### src/rtl/obf_key_mux_bank_if.sv
// Key-load handshake and obfuscated-net bus for obf_key_mux_bank.
`timescale 1ns/1ps
interface obf_key_mux_bank_if #(
  parameter int unsigned NCH = 4
);
  localparam int unsigned CW = $clog2(2 * NCH + 1);

  logic           key_bit;
  logic           key_vld;
  logic           key_commit;
  logic           key_clr;
  logic [NCH-1:0] n_in;
  logic [NCH-1:0] n_obf;
  logic           key_ready;
  logic           key_err;
  logic [CW-1:0]  key_cnt;

  // Key source and net driver side
  modport master (
    output key_bit, key_vld, key_commit, key_clr, n_in,
    input  n_obf, key_ready, key_err, key_cnt
  );

  // Substitution bank side
  modport slave (
    input  key_bit, key_vld, key_commit, key_clr, n_in,
    output n_obf, key_ready, key_err, key_cnt
  );
endinterface

### src/rtl/obf_key_mux_bank.sv
// Key-controlled net-substitution bank: serial key load, explicit commit,
// per-channel pass / invert / const1 / const0 selection on NCH nets.
`timescale 1ns/1ps
module obf_key_mux_bank #(
  parameter int unsigned NCH     = 4,
  parameter bit          REG_OUT = 1'b1
) (
  input  logic                clk,
  input  logic                rst_n,
  obf_key_mux_bank_if.slave   bus
);
  localparam int unsigned KW = 2 * NCH;
  localparam int unsigned CW = $clog2(2 * NCH + 1);
  localparam logic [CW-1:0] CNT_FULL = CW'(KW);

  typedef enum logic [1:0] {
    S_EMPTY,
    S_LOAD,
    S_ARMED,
    S_ERROR
  } state_t;

  state_t         state_q, state_d;
  logic [CW-1:0]  cnt_q, cnt_d;
  logic [KW-1:0]  shift_q, shift_d;
  logic [KW-1:0]  akey_q, akey_d;
  logic           ready_q, err_q;
  logic [NCH-1:0] sub_c;
  logic [NCH-1:0] obf_c;

  // State, shift register, applied key and status flags
  always_ff @(posedge clk or negedge rst_n) begin
    if (!rst_n) begin
      state_q <= S_EMPTY;
      cnt_q   <= '0;
      shift_q <= '0;
      akey_q  <= '0;
      ready_q <= 1'b0;
      err_q   <= 1'b0;
    end else begin
      state_q <= state_d;
      cnt_q   <= cnt_d;
      shift_q <= shift_d;
      akey_q  <= akey_d;
      ready_q <= (state_d == S_ARMED);
      err_q   <= (state_d == S_ERROR);
    end
  end

  // Key-load sequencing: clear wins, a simultaneous shift+commit is an error
  always_comb begin
    state_d = state_q;
    cnt_d   = cnt_q;
    shift_d = shift_q;
    akey_d  = akey_q;
    if (bus.key_clr) begin
      state_d = S_EMPTY;
      cnt_d   = '0;
      shift_d = '0;
      akey_d  = '0;
    end else begin
      case (state_q)
        S_EMPTY, S_LOAD: begin
          if (bus.key_vld && bus.key_commit) begin
            state_d = S_ERROR;
          end else if (bus.key_vld) begin
            if (cnt_q == CNT_FULL) begin
              state_d = S_ERROR;
            end else begin
              for (int unsigned j = 0; j < KW; j++) begin
                if (cnt_q == CW'(j)) shift_d[j] = bus.key_bit;
              end
              cnt_d   = cnt_q + CW'(1);
              state_d = S_LOAD;
            end
          end else if (bus.key_commit) begin
            if (cnt_q == CNT_FULL) begin
              akey_d  = shift_q;
              state_d = S_ARMED;
            end else begin
              state_d = S_ERROR;
            end
          end
        end
        default: ;
      endcase
    end
  end

  // Per-channel substitution from the applied key: D0 forces a constant ~D1,
  // otherwise the net passes, inverted when D1 is set
  always_comb begin
    sub_c = '0;
    for (int unsigned i = 0; i < NCH; i++) begin
      sub_c[i] = akey_q[2*i] ? ~akey_q[2*i+1] : (bus.n_in[i] ^ akey_q[2*i+1]);
    end
    obf_c = (state_q == S_ARMED) ? sub_c : '0;
  end

  generate
    if (REG_OUT) begin : g_reg
      logic [NCH-1:0] obf_q;

      // Registered output; a clear in flight suppresses the last substituted value
      always_ff @(posedge clk or negedge rst_n) begin
        if (!rst_n) obf_q <= '0;
        else        obf_q <= bus.key_clr ? '0 : obf_c;
      end

      assign bus.n_obf = obf_q;
    end else begin : g_comb
      assign bus.n_obf = obf_c;
    end
  endgenerate

  assign bus.key_ready = ready_q;
  assign bus.key_err   = err_q;
  assign bus.key_cnt   = cnt_q;
endmodule

### src/flat_wrapper.sv
// flat-port wrapper written by rule: the top's interface ports become plain ports
module obf_key_mux_bank_flat 
#(
  parameter int unsigned NCH     = 4,
  parameter bit          REG_OUT = 1'b1
)
  (clk, rst_n, bus_key_bit, bus_key_vld, bus_key_commit, bus_key_clr, bus_n_in, bus_n_obf, bus_key_ready, bus_key_err, bus_key_cnt);
  obf_key_mux_bank_if #(.NCH(NCH)) bus_i ();
  input  logic clk;
  input  logic rst_n;
  input wire logic [$bits(bus_i.key_bit)-1:0] bus_key_bit;
  input wire logic [$bits(bus_i.key_vld)-1:0] bus_key_vld;
  input wire logic [$bits(bus_i.key_commit)-1:0] bus_key_commit;
  input wire logic [$bits(bus_i.key_clr)-1:0] bus_key_clr;
  input wire logic [$bits(bus_i.n_in)-1:0] bus_n_in;
  output wire logic [$bits(bus_i.n_obf)-1:0] bus_n_obf;
  output wire logic [$bits(bus_i.key_ready)-1:0] bus_key_ready;
  output wire logic [$bits(bus_i.key_err)-1:0] bus_key_err;
  output wire logic [$bits(bus_i.key_cnt)-1:0] bus_key_cnt;
  assign bus_i.key_bit = bus_key_bit;
  assign bus_i.key_vld = bus_key_vld;
  assign bus_i.key_commit = bus_key_commit;
  assign bus_i.key_clr = bus_key_clr;
  assign bus_i.n_in = bus_n_in;
  assign bus_n_obf = bus_i.n_obf;
  assign bus_key_ready = bus_i.key_ready;
  assign bus_key_err = bus_i.key_err;
  assign bus_key_cnt = bus_i.key_cnt;
  obf_key_mux_bank #(.NCH(NCH), .REG_OUT(REG_OUT)) u_core (.clk(clk), .rst_n(rst_n), .bus(bus_i));
endmodule
### config.mk
export PLATFORM = sky130hd
export DESIGN_NAME = obf_key_mux_bank_flat
export DESIGN_NICKNAME = d
export VERILOG_FILES = /design/src/rtl/obf_key_mux_bank_if.sv /design/src/rtl/obf_key_mux_bank.sv /design/src/flat_wrapper.sv
export SDC_FILE = /design/constraint.sdc
export NUM_CORES = 1
export LEC_CHECK = 0
export ABC_AREA = 1
export ABC_CLOCK_PERIOD_IN_PS = 3900
export BUFFER_PORTS_ARGS = -buffer_cell sky130_fd_sc_hd__buf_2
export CAP_MARGIN = 20
export CORE_AREA = 2 2 73 75
export DETAILED_ROUTE_END_ITERATION = 7
export DIE_AREA = 0 0 75 77
export SYNTH_ARGS = -nofsm -noshare
export SYNTH_HDL_FRONTEND = slang
export SYNTH_SLANG_ARGS = --single-unit
### constraint.sdc
create_clock -name clk -period 3.9 [get_ports clk]
set_input_delay 0.195 -clock clk [delete_from_list [all_inputs] [get_ports clk]]
set_output_delay 0.195 -clock clk [all_outputs]
set_load 0.01 [all_outputs]
==> results of run 1 <==
routing by layer:
metal / up-vias / GRT usage / wire length (um)
li1: 629 / - / -
met1: 527 / 0.155 / 1400
met2: 16 / 0.175 / 1350
met3: 2 / 0.0276 / 93
met4: 0 / 0.0268 / 27
met5: - / 0 / 0
power breakdown:
part / switching (mW) / internal (mW) / total (mW)
combinational: 0.0509 / 0.0270 / 0.0779
sequential: 0.0110 / 0.307 / 0.318
clock: 0.0935 / 0.137 / 0.231
worst max-delay path: cells and delay by family, from the launching register on:
kind | cells | cell delay [ns]
adder cells (fa/ha/maj) | 1 | 0.27
buffers and inverters | 2 | 0.17
flip-flops | 1 | 0.46
AND/OR/NAND/NOR | 5 | 0.74
cells in the final DEF, fill, tap and decap left out:
cell,Yosys,routed
nand2_2,2,2
ha_1,4,4
dfrtp_1,28,28
a21oi_2,1,1
o21ai_1,3,3
bufinv_16,0,1
o21bai_1,1,1
nor2_1,23,23
clkbuf_8,0,3
nor2_2,1,1
nor2_4,1,1
o21ai_0,2,2
nand3_2,1,1
nand3_1,17,17
a21oi_1,6,6
xor2_1,4,4
xnor2_1,1,1
nand2_4,1,1
nand2_1,57,57
buf_2,5,19
inv_1,16,16
dlygate4sd3_1,0,1
nand4_1,10,10
through the flow:
stage	utilization	setup slack [ns]	cell area [um^2]	hold WS, ns
after floorplan	-	2.44	1470	-0.101
after global placement	0.323	2.12	1610	0.261
after detailed placement	0.323	2.03	1610	0.261
after CTS	0.339	2.17	1690	0.123
after global routing	0.339	2.03	1690	0.150
final	0.339	2.20	1690	0.127
final cells by class:
| type | count | share of cell area |
|---|---|---|
| Clock inverter | 1 | 0.0178 |
| Clock buffer | 3 | 0.0244 |
| Multi-Input combinational cell | 135 | 0.393 |
| Tap cell | 70 | 0.0519 |
| Sequential cell | 28 | 0.415 |
| Timing Repair Buffer | 20 | 0.0622 |
| Inverter | 16 | 0.0356 |
how the worst max path moves through the flow:
| stage | endpoint | startpoint | slack [ns] |
|---|---|---|---|
| 6_report | u_core.bus.key_ready | u_core.bus.key_cnt[0] | 2.20 |
| 3_5_place_dp | u_core.shift_q[1] | bus_key_clr | 2.03 |
| 5_1_grt | u_core.bus.key_ready | u_core.bus.key_cnt[0] | 2.03 |
| 3_3_place_gp | u_core.shift_q[5] | bus_key_clr | 2.12 |
| 4_1_cts | u_core.bus.key_ready | u_core.bus.key_cnt[0] | 2.17 |
| 2_1_floorplan | u_core.akey_q[1] | u_core.bus.key_cnt[0] | 2.44 |
cell families after synthesis:
logic type,synth area share
AOI/OAI and AO/OA,0.0486
xor gates and xnor gates,0.0298
adders and majority gates,0.0341
buffers and inverters,0.0707
DFF,0.477
and+or+nand+nor,0.340
registers in the layout, summed over array words and instances (netlist names):
register	cells
u_core.state_q	2
u_core.bus.n_obf	4
u_core.akey_q	8
u_core.bus.key_cnt	4
u_core.bus.key_ready	1
u_core.bus.key_err	1
u_core.shift_q	8
==> summary.md, run 1 <==
| Metric | Value |
|---|---|
| Synth unique cells | `22` |
| RSZ-0062 raised after global routing | `no` |
| Clock Pin Slew Worst Setup and Hold Paths | `~0.10 ns` |
| Hold Crit Class | `in2reg` |
| Leakage Power | `0.913 nW` |
| Port-buffer cells | `19` |
| DR pass1 iterations | `4` |
| Root buffer cell | `clkbuf_8` |
| CTS tree | `built` |
| Final ANT Viol Nets | `0` |
| Clk Latency, worst-skew pair | `~0.28 ns` |
| Synth Flop Type | `dfrtp_1` |
| Reg-to-Reg End | `u_core.bus.key_ready` |
| Worst EP required | `about 4.1 ns` |
| ANT cells | `0` |
| Worst IR Drop VDD | `0.000179 V` |
| Critical-path top delay cell | `dfrtp_1` |
| Worst hold start | `bus_key_clr` |
| Gr ovfl total | `0` |
| Synth top area share | `0.477` |
| Initial antenna violation count | `0` |
| Fill cells | `537` |
| Post-synth EDFFs | `0` |
| Max Freq | `0.589 GHz` |
| Mapped Cells | `between 150 and 200` |
| Multi-input gate area | `roughly 660 um^2` |
| Startpoint types | `register` |
| Asr flop ratio synth | `1.00` |
| FF/Latch Area | `701 um^2` |
| R2R Setup Slk | `2.20 ns` |
| Share of cells above drive strength 1 | `0.148` |
| Max-cap viol count | `0` |
| Setup crit end kind | `register` |
| Max-slew headroom | `0.419` |
| Synthesized area | `~0.0015 mm^2` |
| RR Startpoint | `u_core.bus.key_cnt[0]` |
| WHS Endpoint | `u_core.state_q[1]` |
| Number of remaining DRC errors | `0` |
| Die X | `75 um` |
| Run status | `completed` |
| Worst Reg-to-Reg Cells | `8` |
| Vias in the first global route | `between 1000 and 1500` |
| Most frequent cells after synthesis | `nand2_1, dfrtp_1, nor2_1` |
| Hold depth | `2` |
| # resized after CTS | `0` |
| First-pass GRT wire length | `5.09 mm` |
| Sequential area share after synthesis | `0.477` |
| Routability cong. | `roughly 0.76` |
| Final setup viols | `0` |
| Slew Viols, Final | `0` |
| Clock Tree Buf Depth | `2` |
| Initial core utilization | `0.295` |
| Layout Cells excl Fill | `273` |
| Critical Path Max Stage Delay | `between 0.4 and 0.5 ns` |
| Count leader, synth | `nand2_1` |
| Setup TNS | `0 ns` |
| Final #Nets | `between 200 and 250` |
| Net count after synthesis | `200` |
| # IOs | `20` |
| WL per Instance | `10.5 um` |
| Area contributors post-synth | `dfrtp_1, nand2_1, nor2_1` |
| Final Cycle Share | `0.435` |
| Worst-path cell chain | `inv_1 -> ha_1 -> nand2_2 -> nor2_4 -> nand2_2 -> nand3_1 -> nand2_1 -> inv_1` |
| Yosys warns | `0` |
| TritonCTS Sinks | `28` |
| Rows | `26` |
| Placed cells | `268` |
| Final wirelength | `2.87 mm` |
| H-tree Lvls | `1` |
| Clk_skew | `0.00584 ns` |
| PwrDens | `371 mW/mm^2` |
| Worst slew pin tran | `0.870 ns` |
| FF+latch count, synth | `28` |
| Via count | `1174` |
| Total GRT Usage | `0.112` |
| Die Y | `between 70 and 80 um` |
| Core Box Area | `~0.005 mm^2` |
| Initial DRC Count | `38` |
| Synthesized area per cell | `7.90 um^2` |
| Largest net degree at the start of global routing | `31` |
| Die Area | `slightly below 0.006 mm^2` |
| CTS buffer count | `3` |
| Synth area leader | `dfrtp_1` |
| Tot Pwr | `0.627 mW` |
| CP max FO | `11` |
| # hold bufs at CTS | `1` |
| CP arrival | `1.92 ns` |
| Avg Vias per Cell | `4.30` |
| Worst Setup Path Type | `reg2reg` |
| HPWL after detailed placement | `2.12 mm` |
| Min cycle time layout | `approximately 1.7 ns` |
| # Post-CTS Setup Buffers | `0` |
| Final hold viol count | `0` |
| Layout area overhead | `15.0%` |
(Power assumes the default switching activity.)
==> inputs of run 2 (changes only) <==
Settings changed: ABC_CLOCK_PERIOD_IN_PS 3900 to 1600.
Clock period 3.9 ns to 1.6 ns, I/O delays scaled along.
==> summary.md, run 2 (synthesis gave the netlist of run 1 again) <==
| Metric | Value |
|---|---|
| Setup crit end kind | `register` |
| Layout area overhead | `17.5%` |
| CTS buffer count | `3 (unchanged)` |
| Die X | `75 um (unchanged)` |
| Port-buffer cells | `19 (unchanged)` |
| Critical Path Stages | `8 (unchanged)` |
| Die Area | `0.00578 mm^2 (unchanged)` |
| Tot Pwr | `1.54 mW (+150%)` |
| DR pass1 iterations | `4 (unchanged)` |
| PnR worst setup slack | `0.158 ns (-2.05 ns)` |
| WHS Endpoint | `u_core.state_q[1]` |
| H-tree Lvls | `1 (unchanged)` |
| Min cycle time layout | `1.44 ns (-0.255 ns)` |
| Setup TNS | `0 ns (unchanged)` |
| Worst-path cell chain | `inv_1 -> ha_1 -> nand2_2 -> nor2_4 -> nand2_2 -> nand3_1 -> nand2_1 -> inv_1` |
| WL per Instance | `10.4 um (-1.1%)` |
| DP Area | `0.00165 mm^2 (+2.3%)` |
| Startpoint types | `register` |
| Worst Setup Path Type | `reg2reg` |
| Hold Crit Class | `in2reg` |
| RSZ-0062 raised after global routing | `no` |
| Critical Path Max Stage Delay | `0.39 ns (-0.07 ns)` |
| # IOs | `20 (unchanged)` |
| Critical-path top delay cell | `dfrtp_1` |
| Avg Vias per Cell | `4.37 (+1.6%)` |
| Final Cycle Share | `0.901 (+0.466)` |
| Place WS | `0.180 ns (-1.85 ns)` |
| Delay-heaviest family, CP | `simple AND/OR/NAND/NOR gates` |
| Root buffer cell | `clkbuf_8` |
| Final setup viols | `0 (unchanged)` |
| Run status | `completed` |
| Rows | `26 (unchanged)` |
| Max-slew headroom | `0.587 (+0.168)` |
| # resized after CTS | `0 (unchanged)` |
| Leakage Power | `0.938 nW (+2.7%)` |
| Initial antenna violation count | `0 (unchanged)` |
| Largest net degree at the start of global routing | `29 (-6.5%)` |
| Reg-to-Reg End | `u_core.bus.key_ready` |
| Most common cell after layout, fill and taps aside | `nand2_1` |
| Hold depth | `2 (unchanged)` |
| Share of cells above drive strength 1 | `0.168 (+0.0205)` |
| Worst path bufs/invs | `2 (unchanged)` |
| R2R Setup Slk | `0.16 ns (-2.05 ns)` |
| Final #Nets | `223 (+2.3%)` |
| Most frequent cells in the layout | `nand2_1, dfrtp_1, nor2_1, buf_2, nand3_1` |
| CP arrival | `1.67 ns (-0.25 ns)` |
| Vias in the first global route | `1125 (+0.36%)` |
| RR Startpoint | `u_core.bus.key_cnt[0]` |
| Worst slew pin tran | `0.619 ns (-0.251 ns)` |
| Clock Pin Slew Worst Setup and Hold Paths | `0.10 ns (about the same)` |
| Max-cap viol count | `0 (unchanged)` |
| Initial DRC Count | `114 (+200%)` |
| Final wirelength | `2.89 mm (+0.73%)` |
| # Post-CTS Setup Buffers | `0 (unchanged)` |
| HPWL after detailed placement | `2.20 mm (+3.4%)` |
| CTS tree | `built` |
| Clk Latency, worst-skew pair | `0.28 ns (about the same)` |
| Worst IR Drop VDD | `0.000698 V (+290%)` |
| Biggest regs | `u_core.akey_q: 8 flops, u_core.shift_q: 8 flops` |
| First-pass GRT wire length | `5.21 mm (+2.4%)` |
| Clock Tree Buf Depth | `2 (unchanged)` |
| Die Y | `77 um (unchanged)` |
| Initial core utilization | `0.295 (unchanged)` |
| Worst EP required | `1.82 ns (-2.31 ns)` |
| Total GRT Usage | `0.114 (+0.00215)` |
| ANT cells | `0 (unchanged)` |
| Final hold viol count | `0 (unchanged)` |
| CP max FO | `11 (unchanged)` |
| Worst Reg-to-Reg Cells | `8 (unchanged)` |
| Clk_skew | `0.00552 ns (-0.000323 ns)` |
| PwrDens | `894 mW/mm^2 (+140%)` |
| Via count | `1215 (+3.5%)` |
| Final instance area | `0.00173 mm^2 (+2.2%)` |
| Slew Viols, Final | `0 (unchanged)` |
| Worst hold start | `bus_key_clr` |
| Final ANT Viol Nets | `0 (unchanged)` |
| Max Freq | `0.694 GHz (+18%)` |
| TritonCTS Sinks | `28 (unchanged)` |
| Routability cong. | `0.809 (+6.6%)` |
| Core Box Area | `0.00498 mm^2 (unchanged)` |
| Number of remaining DRC errors | `0 (unchanged)` |
| Gr ovfl total | `0 (unchanged)` |
-- run 2: how the worst max path moves through the flow --
stage	start	to	slack, ns
after floorplan	u_core.bus.key_cnt[0]	u_core.akey_q[1]	0.14
after global placement	u_core.bus.key_cnt[0]	u_core.bus.key_ready	0.21
after detailed placement	u_core.bus.key_cnt[0]	u_core.bus.key_ready	0.18
after CTS	u_core.bus.key_cnt[0]	u_core.bus.key_ready	0.14
after global routing	u_core.bus.key_cnt[0]	u_core.bus.key_ready	0.02
final	u_core.bus.key_cnt[0]	u_core.bus.key_ready	0.16
-- run 2: metal layers --
metal | GRT usage | routed length (um)
met5 | 0 | 0
met1 | 0.159 | 1400
met3 | 0.0289 | 112
met2 | 0.174 | 1330
met4 | 0.0321 | 42
-- run 2: per-stage QoR --
stage,cells,hold WS [ns],utilization
5_1_grt,278,0.0271,0.347
2_1_floorplan,186,-0.216,-
4_1_cts,278,0.0168,0.347
6_report,278,0.0229,0.347
3_3_place_gp,273,0.140,0.331
3_5_place_dp,273,0.145,0.331
-- run 2: power by group --
part           switching, mW  internal, mW  leakage [nW]  total [mW]
logic                  0.132        0.0768         0.524       0.208
registers             0.0244         0.748         0.378       0.772
clock network          0.229         0.335        0.0357       0.564
-- run 2: timing repair --
action / 4_1_cts / 5_1_grt
setup endpoints to repair: 0 / 0
endpoints found under the hold margin: 28 / 0
hold buffers: 1 / 0
-- run 2: final cells by class --
class / count / area, um^2
Timing Repair Buffer: 25 / 143
Clock buffer: 3 / 41.3
Tap cell: 70 / 87.6
Fill cell: 540 / 3250
Sequential cell: 28 / 701
Multi-Input combinational cell: 135 / 664
Clock inverter: 1 / 30.0
Inverter: 16 / 60.1
